### src/rtl/chip8_sprite_drawer_pkg.sv
// Shared definitions for the CHIP-8 sprite drawer.
// Holds the default screen geometry, the memory-region selector codes used on
// the arbiter request port, the draw FSM state type and the sprite mask helpers.
package chip8_sprite_drawer_pkg;

  localparam int DEF_SCREEN_W = 64;
  localparam int DEF_SCREEN_H = 32;
  localparam int VRAM_DEPTH   = DEF_SCREEN_W * DEF_SCREEN_H / 8;

  localparam logic MEM_TYPE_RAM  = 1'b0;
  localparam logic MEM_TYPE_VRAM = 1'b1;

  typedef enum logic [3:0] {
    IDLE,
    RD_SPR,
    WT_SPR,
    RD_L,
    WT_L,
    WR_L,
    RD_R,
    WT_R,
    WR_R,
    NEXT,
    DONE
  } sprite_state_t;

  // Part of the sprite row landing in the left VRAM byte.
  function automatic logic [7:0] mask_left(input logic [7:0] spr, input logic [2:0] off);
    return spr >> off;
  endfunction

  // Part of the sprite row spilling into the next VRAM byte, i.e. spr << (8 - off)
  // truncated to a byte; shifting the byte-extended row right avoids a 4-bit amount.
  function automatic logic [7:0] mask_right(input logic [7:0] spr, input logic [2:0] off);
    logic [15:0] wide;
    wide = {spr, 8'h00} >> off;
    return wide[7:0];
  endfunction

endpackage

### src/rtl/chip8_sprite_drawer.sv
// CHIP-8 DXYN draw engine on the video request port of the memory arbiter.
// Fetches N sprite rows from RAM at I, XORs each into VRAM with a read-modify-write
// of one or two bytes per row, and reports whether any lit pixel was cleared.
// Ports:
//   clk_in, rst_in                 clock, synchronous active-high reset
//   start_in, x_in, y_in, n_in,   draw command (sampled only while idle)
//   i_in
//   busy_out, done_out,            status towards the processor FSM
//   collision_out
//   mem_valid_out, mem_ready_in,   single-outstanding request port
//   mem_we_out, mem_type_out,
//   mem_addr_out, mem_data_out
//   mem_rvalid_in, mem_rdata_in    read response
module chip8_sprite_drawer
  import chip8_sprite_drawer_pkg::*;
#(
  parameter int WIDTH    = 8,
  parameter int SCREEN_W = DEF_SCREEN_W,
  parameter int SCREEN_H = DEF_SCREEN_H
) (
  input  logic             clk_in,
  input  logic             rst_in,
  input  logic             start_in,
  input  logic [7:0]       x_in,
  input  logic [7:0]       y_in,
  input  logic [3:0]       n_in,
  input  logic [11:0]      i_in,
  output logic             busy_out,
  output logic             done_out,
  output logic             collision_out,
  output logic             mem_valid_out,
  input  logic             mem_ready_in,
  output logic             mem_we_out,
  output logic             mem_type_out,
  output logic [15:0]      mem_addr_out,
  output logic [WIDTH-1:0] mem_data_out,
  input  logic             mem_rvalid_in,
  input  logic [WIDTH-1:0] mem_rdata_in
);

  localparam int XW = $clog2(SCREEN_W);
  localparam int YW = $clog2(SCREEN_H);
  localparam int YE = YW + 1;
  localparam int BW = XW - 3;

  sprite_state_t state, state_nxt;

  logic [XW-1:0]    x0;
  logic [YW-1:0]    y0;
  logic [3:0]       n;
  logic [11:0]      i_base;
  logic [3:0]       row;
  logic [WIDTH-1:0] spr;
  logic [WIDTH-1:0] old;
  logic             coll;

  // One extra bit so rows falling off the bottom are detected instead of wrapping.
  logic [YE-1:0]    y_cur;
  logic [YE-1:0]    y_nxt;
  logic [2:0]       off;
  logic [BW-1:0]    bx;
  logic [YW+BW-1:0] idx_l;
  logic [YW+BW-1:0] idx_r;
  logic [WIDTH-1:0] mask_l;
  logic [WIDTH-1:0] mask_r;
  logic             right_en;
  logic             row_last;
  logic             accept;
  logic             start_ok;
  logic             unused_bits;

  assign unused_bits = ^{x_in[7:XW], y_in[7:YW], y_cur[YW]};

  assign off      = x0[2:0];
  assign bx       = x0[XW-1:3];
  assign y_cur    = YE'(y0) + YE'(row);
  assign y_nxt    = y_cur + YE'(1);
  assign idx_l    = {y_cur[YW-1:0], bx};
  assign idx_r    = {y_cur[YW-1:0], BW'(bx + BW'(1))};
  assign mask_l   = mask_left(spr, off);
  assign mask_r   = mask_right(spr, off);
  // No wrap to the left edge: the rightmost column byte never spills.
  assign right_en = (off != 3'd0) && (bx != '1);
  assign row_last = (4'(row + 4'd1) == n) || (y_nxt >= YE'(SCREEN_H));
  assign accept   = mem_valid_out && mem_ready_in;
  assign start_ok = (state == IDLE) && start_in;

  always_ff @(posedge clk_in) begin
    if (rst_in) state <= IDLE;
    else        state <= state_nxt;
  end

  always_comb begin
    state_nxt = state;
    case (state)
      IDLE:    if (start_in) state_nxt = (n_in == 4'd0) ? DONE : RD_SPR;
      RD_SPR:  if (accept) state_nxt = WT_SPR;
      WT_SPR:  if (mem_rvalid_in) state_nxt = RD_L;
      RD_L:    if (accept) state_nxt = WT_L;
      WT_L:    if (mem_rvalid_in) state_nxt = WR_L;
      WR_L:    if (accept) state_nxt = right_en ? RD_R : NEXT;
      RD_R:    if (accept) state_nxt = WT_R;
      WT_R:    if (mem_rvalid_in) state_nxt = WR_R;
      WR_R:    if (accept) state_nxt = NEXT;
      NEXT:    state_nxt = row_last ? DONE : RD_SPR;
      DONE:    state_nxt = IDLE;
      default: state_nxt = IDLE;
    endcase
  end

  // Request fields derive only from registers that are frozen while a request
  // waits, so they stay stable until the arbiter accepts.
  always_comb begin
    mem_valid_out = 1'b0;
    mem_we_out    = 1'b0;
    mem_type_out  = MEM_TYPE_RAM;
    mem_addr_out  = 16'h0000;
    mem_data_out  = '0;
    done_out      = 1'b0;
    busy_out      = (state != IDLE);
    case (state)
      RD_SPR: begin
        mem_valid_out = 1'b1;
        mem_addr_out  = 16'(12'(i_base + 12'(row)));
      end
      RD_L: begin
        mem_valid_out = 1'b1;
        mem_type_out  = MEM_TYPE_VRAM;
        mem_addr_out  = 16'(idx_l);
      end
      WR_L: begin
        mem_valid_out = 1'b1;
        mem_we_out    = 1'b1;
        mem_type_out  = MEM_TYPE_VRAM;
        mem_addr_out  = 16'(idx_l);
        mem_data_out  = old ^ mask_l;
      end
      RD_R: begin
        mem_valid_out = 1'b1;
        mem_type_out  = MEM_TYPE_VRAM;
        mem_addr_out  = 16'(idx_r);
      end
      WR_R: begin
        mem_valid_out = 1'b1;
        mem_we_out    = 1'b1;
        mem_type_out  = MEM_TYPE_VRAM;
        mem_addr_out  = 16'(idx_r);
        mem_data_out  = old ^ mask_r;
      end
      DONE:    done_out = 1'b1;
      default: ;
    endcase
  end

  // Command latch and read capture (data only, no reset)
  always_ff @(posedge clk_in) begin
    if (start_ok) begin
      x0     <= x_in[XW-1:0];
      y0     <= y_in[YW-1:0];
      n      <= n_in;
      i_base <= i_in;
    end
    if (state == WT_SPR && mem_rvalid_in) spr <= mem_rdata_in;
    if ((state == WT_L || state == WT_R) && mem_rvalid_in) old <= mem_rdata_in;
  end

  // Row progress and collision tracking
  always_ff @(posedge clk_in) begin
    if (rst_in) begin
      row           <= 4'd0;
      coll          <= 1'b0;
      collision_out <= 1'b0;
    end else begin
      if (start_ok) begin
        row           <= 4'd0;
        coll          <= 1'b0;
        collision_out <= 1'b0;
      end
      if (state == NEXT) row <= row + 4'd1;
      if (state == WR_L && accept) coll <= coll | (|(old & mask_l));
      if (state == WR_R && accept) coll <= coll | (|(old & mask_r));
      // Published on entry to DONE so it is already valid alongside done_out.
      if (state_nxt == DONE) collision_out <= (state == IDLE) ? 1'b0 : coll;
    end
  end

endmodule

### config.mk
export PLATFORM = sky130hd
export DESIGN_NAME = chip8_sprite_drawer
export DESIGN_NICKNAME = d
export VERILOG_FILES = /design/src/rtl/chip8_sprite_drawer_pkg.sv /design/src/rtl/chip8_sprite_drawer.sv
export SDC_FILE = /design/constraint.sdc
export NUM_CORES = 1
export LEC_CHECK = 0
export CORE_MARGIN = 2
export CORE_UTILIZATION = 46
export DETAILED_ROUTE_END_ITERATION = 16
export GPL_TIMING_DRIVEN = 0
export PLACE_DENSITY = 0.75
export SYNTH_ARGS = -nofsm -noshare
export SYNTH_HDL_FRONTEND = slang
export SYNTH_SLANG_ARGS = --single-unit
### constraint.sdc
create_clock -name clk_in -period 2.4 [get_ports clk_in]
set_clock_uncertainty 0.1 [all_clocks]
set_input_delay 0.48 -clock clk_in [delete_from_list [all_inputs] [get_ports clk_in]]
set_output_delay 0.48 -clock clk_in [all_outputs]
set_load 0.03 [all_outputs]
==> results of run 1 <==
placed cells by master (no fill, tap or decap), types with 4 or more instances in the layout:
cell	n
ha_1	10
dfxtp_2	4
nand4b_1	4
o21ai_1	4
nand2b_1	4
clkdlybuf4s50_1	38
nor2_1	19
a21oi_1	14
inv_1	5
nand2_1	27
edfxtp_1	43
mux2i_1	5
o211ai_1	5
o21ai_2	5
xnor2_1	9
and3_1	4
o21ai_0	11
clkbuf_8	5
buf_4	29
a21o_1	6
a22oi_1	10
nor3_1	4
xor2_2	5
clkbuf_2	5
nor2b_1	4
nor2_4	4
a21oi_4	4
buf_6	17
xor2_1	7
a31oi_1	6
a21oi_2	5
conb_1	4
nand3b_1	5
nand3_1	8
repair_timing:
item                       CTS  global route
gates cloned                 1             0
hold endpoints to repair     0             0
setup endpoints to repair   73            44
resized for setup          206            35
pin swaps                   23             8
buffers inserted            15             7
logic make-up (layout without fill, tap and decap cells):
logic type / Yosys count / in the layout / synth area share
simple gates: 115 / 115 / 0.1772
compound gates: 95 / 95 / 0.1790
flops: 53 / 53 / 0.4319
buf+inv: 28 / 120 / 0.03913
xor+xnor: 23 / 23 / 0.05833
mux: 17 / 17 / 0.06196
fa+ha+maj: 13 / 13 / 0.05145
other cells: 1 / 4 / 0.001086
metal layers:
layer / routed length [um] / part of all wire / vias to the layer above / global-route usage
met2: 4668 / 0.48 / 149 / 0.3775
met1: 4094 / 0.42 / 1542 / 0.3227
met4: 138 / 0.014 / 0 / 0.05897
met3: 889 / 0.091 / 15 / 0.04508
li1: - / - / 1481 / -
met5: 0 / 0 / - / 0
sequential cells by signal (all words and copies together), names as in the netlist:
register       cells
spr                8
row                4
y0                 5
x0                 6
collision_out      1
i_base            12
state              4
coll               1
n                  4
old                8
layout make-up:
cell class | instances | area (sq um)
Multi-Input combinational cell | 267 | 2211
Timing Repair inverter | 1 | 7.507
Inverter | 9 | 41.29
Clock buffer | 6 | 72.57
Clock inverter | 2 | 33.78
Fill cell | 573 | 2337
Sequential cell | 53 | 1508
Timing Repair Buffer | 84 | 789.5
Buffer | 18 | 128.9
Tap cell | 99 | 123.9
how the worst max path moves through the flow:
stage | start | to | slack (ns) | cells after the start
finish | i_base[1] | mem_addr_out[9] | -0.39 | 8
global route | i_base[1] | mem_addr_out[9] | -0.47 | 8
CTS | i_base[1] | mem_addr_out[9] | -0.41 | 8
detailed placement | x0[0] | mem_data_out[1] | -0.77 | 8
global placement | x0[0] | mem_data_out[1] | -0.73 | 8
floorplan | i_base[0] | mem_addr_out[6] | -0.05 | 8
per-stage QoR:
stage / utilization / TNS, ns / instances / instance area, sq um
3_5_place_dp: 0.5934 / -22.14 / 510 / 4304
2_1_floorplan: - / -0.04790 / 348 / 3550
4_1_cts: 0.6553 / -5.041 / 533 / 4753
3_3_place_gp: 0.5934 / -18.11 / 510 / 4304
6_report: 0.6778 / -5.001 / 539 / 4916
5_1_grt: 0.6778 / -6.971 / 539 / 4916
worst max-delay path: cells and delay by family (launching register included):
family	cells	cell delay [ns]
buffers and inverters	1	0.15
flip-flops	1	0.41
XOR/XNOR	1	0.14
adder cells (fa/ha/maj)	1	0.29
AND/OR/NAND/NOR	2	0.37
AO/OA/AOI/OAI	3	0.54
where the power goes:
| group | internal [mW] | switching [mW] | total [mW] |
|---|---|---|---|
| combinational | 0.315 | 0.405 | 0.721 |
| sequential | 1.06 | 0.0488 | 1.11 |
| clock | 0.308 | 0.295 | 0.603 |
==> results.cfg, run 1 <==
[yosys]
yosys-top-cells-area = edfxtp_1 37%, dfxtp_1 5.8%, ha_1 4.0%
async_reset_ff_frac = 0
netlist_instances = 345
ys_top_cells_by_count = 43 x edfxtp_1, 30 x nand2_1, 24 x nor2_1
ys_warn_count = 0
synth_top_cell_area_share = 0.3739
yosysUniqueCellTypes = 58
synth_edf_count = 43
synth-seq-cells = 53
syn_area_sq_mm = 0.003453
synth_ff_type = edfxtp_1
syn_avg_cell_area_sq_um = 10.01
yosysMostFrequentCell = edfxtp_1
yosysTopAreaCell = edfxtp_1
ys_seq_area_frac = 0.4319

[clocking]
clk_latency_ns = 0.31
cts.sink_count = 53
clk_pin_slew_ns = 0.09
cts_tree = done
ctsHtreeMaxLevel = 2
cts_buffer_depth = 2
cts-root-buf = clkbuf_8
numCtsBuffers = 5
holdBufCountCts = 0

[finish]
layout-drive-gt1-share = 0.3341
diodes = 0
syn2layout_area_growth_pct = 42.35
nNetsFinal = 497

[detailed_routing]
vias_per_cell = 5.913
num_vias = 3187
wl_per_cell_um = 18.16
drt_wl_total_um = 9790
ant_nets = 0
post-route-drc-count = 0
drtPass1Iterations = 5
dr.first_iter.drc_count = 364

[run_status]
failed_checks = setup timing
status = complete, but fails checks

[power]
powerDensity_mw_per_mm2 = 495.5
finalPower_mw = 2.436
worst_ir_drop_vdd_mv = 0.3326
p_leak_nw = 1.831

[worst_setup_path]
path_max_fanout = 4
path_common_cell = a21o_1
cpMaxStageDelayCell = edfxtp_1
reg2reg_slack_ns = 0.10
path_cells = ha_1 > a21o_1 > a21o_1 > a21oi_4 > and4b_1 > xnor2_1 > nor2_2 > buf_6
cp-start-kind = register
cp-end-kind = primary output
rr_startpoint = y0[0]
max_stage_delay_ns = 0.41
worstPathRequired_ns = 1.82
r2r-end = collision_out
path_class = register to primary output
arrival_ns = 2.21
reg2regPathDepth = 9

[timing]
post-route-min-period_ns = 2.793
rsz0062_at_grt = yes
holdWs_ns = 0.4092
worst_slack_ns = -0.3933
finalSetupViolations = 19
relSlewSlack = 0.4953
fmax_mhz = 358.0
worst_pin_slew_ns = 0.7530
period_share = 1.164
hold_violations = 0
finalMaxSlewViolations = 0

[placement]
gp_congestion = 0.9134
hpwl_um = 6669
portBuffers = 63
place_ws_ns = -0.7670

[die]
core_sq_mm = 0.007253
dieArea_sq_mm = 0.008217
core.rowCount = 31
die_w_um = 90.65
initial_core_util = 0.4761
io_pins = 75
chipHeight_um = 90.65

[run]
maxCapViolCount = 0

[global_routing]
overflow = 0
grt_start_max_net_pins = 16
grt_pass1_vias = 3055
groute.usage.overall = 0.2331
grt_antenna_before_repair = 0
grt_pass1_wl_um = 15260

[min_path]
min_path_type = register to register
hold_depth = 2
min_to = collision_out
hold_start = collision_out
Note: power is estimated with default switching activity, not from simulation.
==> run 2, diff against run 1 <==
CORE_UTILIZATION = 45   (was 46)
PLACE_DENSITY = 0.74   (was 0.75)
clock period = 2.33 ns   (was 2.4 ns; I/O delays follow)
==> results.cfg, run 2 (synthesis results as in run 1) <==
[clocking]
clk_pin_slew_ns = 0.10
cts-root-buf = clkbuf_8
ctsHtreeMaxLevel = 2
cts.sink_count = 53
holdBufCountCts = 0
clk_latency_ns = 0.31
cts_buffer_depth = 2
numCtsBuffers = 5
cts_tree = done

[detailed_routing]
ant_nets = 0
vias_per_cell = 5.892
num_vias = 3223
drt_wl_total_um = 9438
dr.first_iter.drc_count = 257
post-route-drc-count = 0
drtPass1Iterations = 5
wl_per_cell_um = 17.25

[timing]
finalMaxSlewViolations = 0
rsz0062_at_grt = yes
hold_violations = 0
worst_pin_slew_ns = 0.7135
holdWs_ns = 0.4346
relSlewSlack = 0.5200
tns_ns = -6.837
post-route-min-period_ns = 2.830
finalSetupViolations = 19
worst_slack_ns = -0.4997
fmax_mhz = 353.4
period_share = 1.214

[run]
maxCapViolCount = 0

[finish]
fin_cells = 547
final_cell_mix = 43 x edfxtp_1, 38 x clkdlybuf4s50_1, 37 x buf_4
diodes = 0
largest_reg_flops = 12
nNetsFinal = 505
top_regs = i_base (12), old (8), spr (8)
fin_area_sq_mm = 0.005015
fin_util = 0.6841
nFillCells = 514
syn2layout_area_growth_pct = 45.22
layout-drive-gt1-share = 0.3549
top_register = i_base
final_common_cell = edfxtp_1

[placement]
portBuffers = 63
hpwl_um = 6609
place_ws_ns = -0.7330
dp_cells = 510
gp_congestion = 0.9181
dpl_cell_area_sq_mm = 0.004352

[die]
dieArea_sq_mm = 0.008391
chipHeight_um = 91.60
core_sq_mm = 0.007331
die_w_um = 91.60
initial_core_util = 0.4711
io_pins = 75
core.rowCount = 31

[global_routing]
overflow = 0
grt_pass1_wl_um = 15080
grt_pass1_vias = 3126
groute.usage.overall = 0.2259
grt_start_max_net_pins = 19
grt_antenna_before_repair = 0

[worst_setup_path]
worstPathRequired_ns = 1.76
path_max_fanout = 3
arrival_ns = 2.26
reg2regPathDepth = 9
cp-end-kind = primary output
cp-start-kind = register
path_class = register to primary output

[power]
power.share.switching = 0.3234
worst_ir_drop_vdd_mv = 0.3320
p_comb_frac = 0.313
p_int_mw = 1.655
p_leak_nw = 1.860
p_sw_mw = 0.7912
clock_power_share = 0.219
powerDensity_mw_per_mm2 = 487.8
finalPower_mw = 2.446
p_seq_frac = 0.468

[min_path]
min_path_type = register to register
hold_depth = 2

[run_status]
failed_checks = setup timing
status = complete, but fails checks
run 2: cell count changes in the layout (fill, tap and decap cells not counted), moves of 2 or more:
cell,delta
a31oi_4,+2
buf_4,+8
buf_6,+3
clkbuf_4,-2
dfxtp_2,-3
dfxtp_4,+2
o21ai_0,-2
run 2: per-layer routing:
metal	up-vias	track usage	wire length (um)
met5	-	0	0
met4	0	0.09470	223
met3	30	0.03485	770
met2	201	0.3768	4786
met1	1497	0.2918	3658
li1	1495	-	-
run 2: path summary, 6_finish.rpt:
kind                                 from              end  slack, ns
worst max-delay path            i_base[1]  mem_addr_out[6]      -0.50
worst min-delay path                 coll    collision_out       0.43
worst max register to register      y0[0]         state[1]       0.04
worst min register to register       coll    collision_out       0.43
run 2: what timing repair did:
item,in CTS,in global routing
gates cloned,1,0
endpoints found under the setup margin,74,44
pin swaps,29,24
resized for setup,209,34
setup buffers,20,9
run 2: final cells by class:
type,count,area [sq um],share of cell area
tap,99,123.9,0.02470
sequential,53,1511,0.3014
timing repair buffer,92,848.3,0.1692
multi-input combinational,267,2261,0.4508
buffer,18,127.6,0.02545
inverter,9,41.29,0.008234
clock buffer,5,68.82,0.01372
timing repair inverter,1,7.507,0.001497
clock inverter,3,25.02,0.004990
run 2: power groups by stage:
stage	registers, mW	logic (mW)	clock network [mW]
3_5_place_dp	1.17	0.615	0
3_3_place_gp	1.16	0.610	0
6_report	1.15	0.766	0.535
5_1_grt	1.15	0.818	0.583
2_1_floorplan	1.15	0.405	0
4_1_cts	1.14	0.713	0.545
run 2: worst max-delay path, stage by stage (launching register included):
cell,delay [ns]
edfxtp_1,0.41
buf_4,0.16
fa_2,0.39
a21o_1,0.21
a21oi_2,0.19
nor2b_2,0.08
nand2_1,0.08
xor2_1,0.20
o21ai_2,0.08
buf_6,0.14
